==> src/rtl/vmem_arb_pkg.sv <==
// Shared types and constants for the vmem port arbiter slice.
package vmem_arb_pkg;

  typedef enum logic {INIT, RUN} state_t;

  typedef logic req_id_t;

  localparam int NUM_REQ    = 2;
  localparam int RD_LAT_MIN = 1;
  localparam int RD_LAT_MAX = 4;

  // Legal read-latency window of the array the arbiter can track.
  function automatic bit rd_lat_ok(input int lat);
    return (lat >= RD_LAT_MIN) && (lat <= RD_LAT_MAX);
  endfunction

endpackage

==> src/rtl/vmem_rd_tracker.sv <==
// Read tag pipeline: follows each issued read through the array latency
// and steers the returning odata to the requester that issued it.
module vmem_rd_tracker
  import vmem_arb_pkg::*;
#(
  parameter int DW     = 8,
  parameter int RD_LAT = 1
) (
  input  logic                          clk,
  input  logic                          rst,
  input  logic                          issue_vld,
  input  req_id_t                       issue_id,
  input  logic [DW-1:0]                 mem_rdata,
  output logic [NUM_REQ-1:0]            rvalid,
  output logic [NUM_REQ-1:0][DW-1:0]    rdata
);

  // Stage k holds the tag of a read issued k cycles ago; stage RD_LAT is the tail.
  logic [RD_LAT:1] vld_pipe;
  logic [RD_LAT:1] id_pipe;

  // Shift tags toward the tail; reset drops everything in flight.
  always_ff @(posedge clk) begin
    if (rst) begin
      vld_pipe <= '0;
      id_pipe  <= '0;
    end else begin
      vld_pipe[1] <= issue_vld;
      id_pipe[1]  <= issue_id;
      for (int k = 2; k <= RD_LAT; k++) begin
        vld_pipe[k] <= vld_pipe[k-1];
        id_pipe[k]  <= id_pipe[k-1];
      end
    end
  end

  // Tail demux: one response pulse per read, data zeroed when not ours.
  for (genvar i = 0; i < NUM_REQ; i++) begin : g_rsp
    assign rvalid[i] = vld_pipe[RD_LAT] && (id_pipe[RD_LAT] == req_id_t'(i));
    assign rdata[i]  = rvalid[i] ? mem_rdata : '0;
  end

endmodule

==> src/rtl/vmem_port_arbiter.sv <==
// Owns the single vmem array port: clears the array after reset, then
// round-robins two requesters one access per cycle and routes read data back.
module vmem_port_arbiter
  import vmem_arb_pkg::*;
#(
  parameter int              AW       = 4,
  parameter int              DW       = 8,
  parameter int              DEPTH    = 16,
  parameter int              RD_LAT   = 1,
  parameter logic [DW-1:0]   INIT_VAL = '0
) (
  input  logic          clk,
  input  logic          rst,
  input  logic          r0_valid,
  output logic          r0_ready,
  input  logic          r0_wen,
  input  logic [AW-1:0] r0_addr,
  input  logic [DW-1:0] r0_wdata,
  output logic          r0_rvalid,
  output logic [DW-1:0] r0_rdata,
  input  logic          r1_valid,
  output logic          r1_ready,
  input  logic          r1_wen,
  input  logic [AW-1:0] r1_addr,
  input  logic [DW-1:0] r1_wdata,
  output logic          r1_rvalid,
  output logic [DW-1:0] r1_rdata,
  output logic          mem_ren,
  output logic          mem_wen,
  output logic [AW-1:0] mem_addr,
  output logic [DW-1:0] mem_wdata,
  input  logic [DW-1:0] mem_rdata,
  output logic          init_done
);

  if (!(DEPTH == (1 << AW)) || !rd_lat_ok(RD_LAT)) begin : g_bad_param
    $error("vmem_port_arbiter: DEPTH must be 2**AW and RD_LAT within 1..4");
  end

  // One past AW so the clear count can never alias before DEPTH writes.
  localparam logic [AW:0] CNT_LAST = (AW+1)'(DEPTH - 1);

  logic [NUM_REQ-1:0]         valid, wen;
  logic [NUM_REQ-1:0][AW-1:0] addr;
  logic [NUM_REQ-1:0][DW-1:0] wdata;

  assign valid = {r1_valid, r0_valid};
  assign wen   = {r1_wen,   r0_wen};
  assign addr  = {r1_addr,  r0_addr};
  assign wdata = {r1_wdata, r0_wdata};

  state_t             state, state_n;
  logic [AW:0]        cnt;
  req_id_t            prio, win;
  logic               any_vld, done_q;
  logic [NUM_REQ-1:0] grant;
  logic               m_ren, m_wen;
  logic [AW-1:0]      m_addr;
  logic [DW-1:0]      m_wdata;

  // State register.
  always_ff @(posedge clk) begin
    if (rst) state <= INIT;
    else     state <= state_n;
  end

  // Clear address counter, only advances while clearing.
  always_ff @(posedge clk) begin
    if (rst)                cnt <= '0;
    else if (state == INIT) cnt <= cnt + 1'b1;
  end

  // Round-robin pointer: after a grant the other requester gets preference.
  always_ff @(posedge clk) begin
    if (rst)          prio <= 1'b0;
    else if (any_vld) prio <= ~win;
  end

  // Sticky init-complete flag, set as the FSM enters RUN.
  always_ff @(posedge clk) begin
    if (rst)               done_q <= 1'b0;
    else if (state_n == RUN) done_q <= 1'b1;
  end

  // Next state, grant selection and array drive; all outputs forced low in reset.
  always_comb begin
    state_n = state;
    win     = prio;
    any_vld = 1'b0;
    grant   = '0;
    m_ren   = 1'b0;
    m_wen   = 1'b0;
    m_addr  = '0;
    m_wdata = '0;
    case (state)
      INIT: begin
        m_wen   = 1'b1;
        m_addr  = cnt[AW-1:0];
        m_wdata = INIT_VAL;
        if (cnt == CNT_LAST) state_n = RUN;
      end
      RUN: begin
        if (valid != '0) begin
          any_vld    = 1'b1;
          win        = (&valid) ? prio : req_id_t'(valid[1]);
          grant[win] = 1'b1;
          m_addr     = addr[win];
          m_wdata    = wdata[win];
          m_wen      = wen[win];
          m_ren      = ~wen[win];
        end
      end
      default: state_n = INIT;
    endcase
    if (rst) begin
      any_vld = 1'b0;
      grant   = '0;
      m_ren   = 1'b0;
      m_wen   = 1'b0;
      m_addr  = '0;
      m_wdata = '0;
    end
  end

  logic [NUM_REQ-1:0]         trk_rvalid;
  logic [NUM_REQ-1:0][DW-1:0] trk_rdata;

  vmem_rd_tracker #(
    .DW     (DW),
    .RD_LAT (RD_LAT)
  ) u_rd_tracker (
    .clk       (clk),
    .rst       (rst),
    .issue_vld (m_ren),
    .issue_id  (win),
    .mem_rdata (mem_rdata),
    .rvalid    (trk_rvalid),
    .rdata     (trk_rdata)
  );

  assign r0_ready  = grant[0];
  assign r1_ready  = grant[1];
  assign mem_ren   = m_ren;
  assign mem_wen   = m_wen;
  assign mem_addr  = m_addr;
  assign mem_wdata = m_wdata;
  assign init_done = done_q & ~rst;
  assign r0_rvalid = trk_rvalid[0] & ~rst;
  assign r1_rvalid = trk_rvalid[1] & ~rst;
  assign r0_rdata  = rst ? '0 : trk_rdata[0];
  assign r1_rdata  = rst ? '0 : trk_rdata[1];

endmodule

==> config.mk <==
export PLATFORM = sky130hd
export DESIGN_NAME = vmem_port_arbiter
export DESIGN_NICKNAME = d
export VERILOG_FILES = /design/src/rtl/vmem_arb_pkg.sv /design/src/rtl/vmem_rd_tracker.sv /design/src/rtl/vmem_port_arbiter.sv
export SDC_FILE = /design/constraint.sdc
export NUM_CORES = 1
export LEC_CHECK = 0
export ABC_AREA = 1
export CAP_MARGIN = 20
export CORE_ASPECT_RATIO = 0.5
export CORE_MARGIN = 1
export CORE_UTILIZATION = 29
export DETAILED_ROUTE_END_ITERATION = 10
export HOLD_SLACK_MARGIN = 0.02
export PLACE_DENSITY = 0.79
export SLEW_MARGIN = 30
export SYNTH_ARGS = -nofsm -noshare
export SYNTH_HDL_FRONTEND = slang
export SYNTH_SLANG_ARGS = --single-unit
==> constraint.sdc <==
create_clock -name clk -period 1.3 [get_ports clk]
set_clock_uncertainty 0.2 [all_clocks]
set_input_delay 0.26 -clock clk [delete_from_list [all_inputs] [get_ports clk]]
set_output_delay 0.26 -clock clk [all_outputs]
set_load 0.03 [all_outputs]
==> impl_metrics.yaml, run 1 <==
synth:
  yosysTopAreaCellShare_pct: 23.32
  ys_ff_latch: 10
  ys_seq_area_share_pct: 23.32
  netlist_top_cells_area: "dfxtp_1, nand2_1, nor2_1"
  syn-num-nets: 184
  ys_types: 24
  synth_cells: 144
  ys_warn_count: 0
  yosysTopAreaCell: "dfxtp_1"
  syn-cell-area_um2: 858.3
  syn_area_per_cell_um2: 5.961
route:
  detail_route.wirelength_um: 4379
  drtIter0Drc: 53
  via_per_inst: 4.869
  wl_per_cell_um: 15.53
  postRouteAntennaNets: 0
  dr.pass1.iters: 4
  vias: 1373
  drc: 0
run:
  drv_cap: 0
placed_design:
  gp_congestion: 0.7852
  dpl_worst_slack_ns: -0.7395
  io_buffers: 72
  place_hpwl_um: 2453
grt:
  grtUsageTotal_pct: 24.06
  grt_pass1_wl_um: 5540
  grt_max_degree: 10
  grt_pass1_vias: 1151
  antenna_found_initial: 0
  grt_overflow: 0
clock_network:
  cts_hold_buf: 0
  cts_tree: "yes"
  cts_sinks: 10
  clockRootBuffer: "clkbuf_8"
  clkTransAtPathRegs_ns: 0.05
  clk_latency_ns: 0.24
  cts.htree.levels: 1
  cts_inserted_buffers: 3
  clockBufferDepth: 2
timing:
  timing.final.ws_setup_ns: -0.5009
  max_slew_margin_pct: 83.52
  hold_viol: 0
  period_minus_slack_ns: 1.801
  post-route-period-util_pct: 138.5
  setup_viol: 36
  slew_viol_final: 0
  whs_ns: 0.1602
  tightest_slew_ns: 0.2461
  max_freq_mhz: 555.3
  rsz0062_at_grt: "true"
worst_setup_path:
  start_kind: "register"
  cp-end-kind: "output pin"
  r2r_cells: 6
  cp.arrival_ns: 1.34
  worstPathRequired_ns: 0.84
  crit_start: "prio"
  worst-setup-path-type: "register to output pin"
  worstPathMaxFanout: 3
  r2r_start: "cnt[0]"
floorplan:
  ios: 73
  core_area_um2: 2700
  die_x_um: 78.94
  dieHeight_um: 40.47
  initial_utilization_pct: 31.79
  rows: 13
  die-area_um2: 3195
min_path:
  hp-start: "rst"
  hold_path.class: "primary input to register"
  hold_depth: 3
power_and_ir_drop:
  totalPowerFinal_uw: 1050
  vdd_ir_drop_max_uv: 462.7
  p_leak_uw: 0.001050
  power_density_nw_per_um2: 471.8
cells_and_area:
  drive_above_1_share_pct: 58.78
  area_delta_synth_final_pct: 159.2
  num_antenna_cells: 0
  nets: 286
outcome:
  status: "finished, violations left"
  violations: "setup timing"
layout by cell type (no fill, tap or decap), drive strengths merged:
cell,synthesis,final
a21oi,8,8
a31oi,1,1
buf,2,59
clkbuf,0,4
clkdlybuf4s15,0,1
clkdlybuf4s50,0,28
clkinvlp,0,1
dfxtp,10,10
dlygate4sd2,0,7
ha,2,2
inv,28,28
nand2,45,46
nand3,12,13
nand3b,1,1
nor2,30,31
nor3,1,1
o211ai,1,1
o21ai,2,2
o22ai,1,1
final timing paths:
check,end,slack (ns)
min reg2reg,cnt[4],0.30
min,state,0.16
max,mem_addr[0],-0.50
max reg2reg,done_q,-0.04
area by class of cell:
type	count	area, um^2
fillers	145	475.5
repair inverters	1	7.507
repair buffers	95	942.2
flip-flops and latches	10	219.0
well taps	37	46.29
clock buffers	4	55.05
multi-input cells	107	824.5
inverters	28	130.1
sequential cells by signal, summed over array words and instances (netlist names):
| name | count |
|---|---|
| cnt | 5 |
| done_q | 1 |
| prio | 1 |
| state | 1 |
| u_rd_tracker.id_pipe | 1 |
| u_rd_tracker.vld_pipe | 1 |
routing by layer:
layer	up-vias	GRT usage [%]	wire (um)
li1	656	-	-
met3	12	6.136	290
met4	0	7.273	109
met1	650	26.92	1757
met2	55	47.61	2221
met5	-	0	0
worst max-delay path: stages, from the launching register on:
cell and delay (ns):
dfxtp_4 0.38, inv_4 0.04, nand2_4 0.08, buf_4 0.13
nand3_1 0.12, nand3_2 0.09, nand2_1 0.06, inv_1 0.07
buf_6 0.13
cells in the mapped netlist (all sizes together):
| cell | number |
|---|---|
| a21oi | 8 |
| o21ai | 2 |
| inv | 28 |
| o211ai | 1 |
| nand3b | 1 |
| o22ai | 1 |
| a31oi | 1 |
| nand2 | 45 |
| nor3 | 1 |
| nor2 | 30 |
| buf | 2 |
| dfxtp | 10 |
| ha | 2 |
| nand3 | 12 |
report_power, final:
group | internal [uW] | switching (uW) | total, uW
combinational | 173 | 152 | 325
sequential | 308 | 8.75 | 317
clock | 268 | 140 | 408
timing repair:
action,CTS,global route
resized for setup,79,31
gates cloned,3,1
pin swaps,24,17
setup endpoints to repair,40,41
buffers inserted,4,3
metrics by stage:
step	TNS (ns)	cell area (um^2)	cells	utilization, %
floorplan	-3.961	1007	144	-
global placement	-23.94	1795	268	66.50
detailed placement	-24.50	1795	268	66.50
CTS	-11.06	2096	279	77.62
global route	-13.83	2225	282	82.39
finish	-12.13	2225	282	82.39
kinds of logic after synthesis:
family                     synth area share, %
DFF                                      23.32
buffers and inverters                    16.03
adders and majority gates                2.915
and+or+nand+nor                          48.25
AOI/OAI and AO/OA                        9.475
Power figures use the tool's default switching activity.
==> run 2, diff against run 1 <==
--- a/config.mk
+++ b/config.mk
@@ -11,7 +11,6 @@
 export CORE_MARGIN = 1
 export CORE_UTILIZATION = 29
 export DETAILED_ROUTE_END_ITERATION = 10
-export HOLD_SLACK_MARGIN = 0.02
 export PLACE_DENSITY = 0.79
 export SLEW_MARGIN = 30
 export SYNTH_ARGS = -nofsm -noshare
==> results of run 2 <==
Final layout, timing and power as in run 1 (identical DEF).
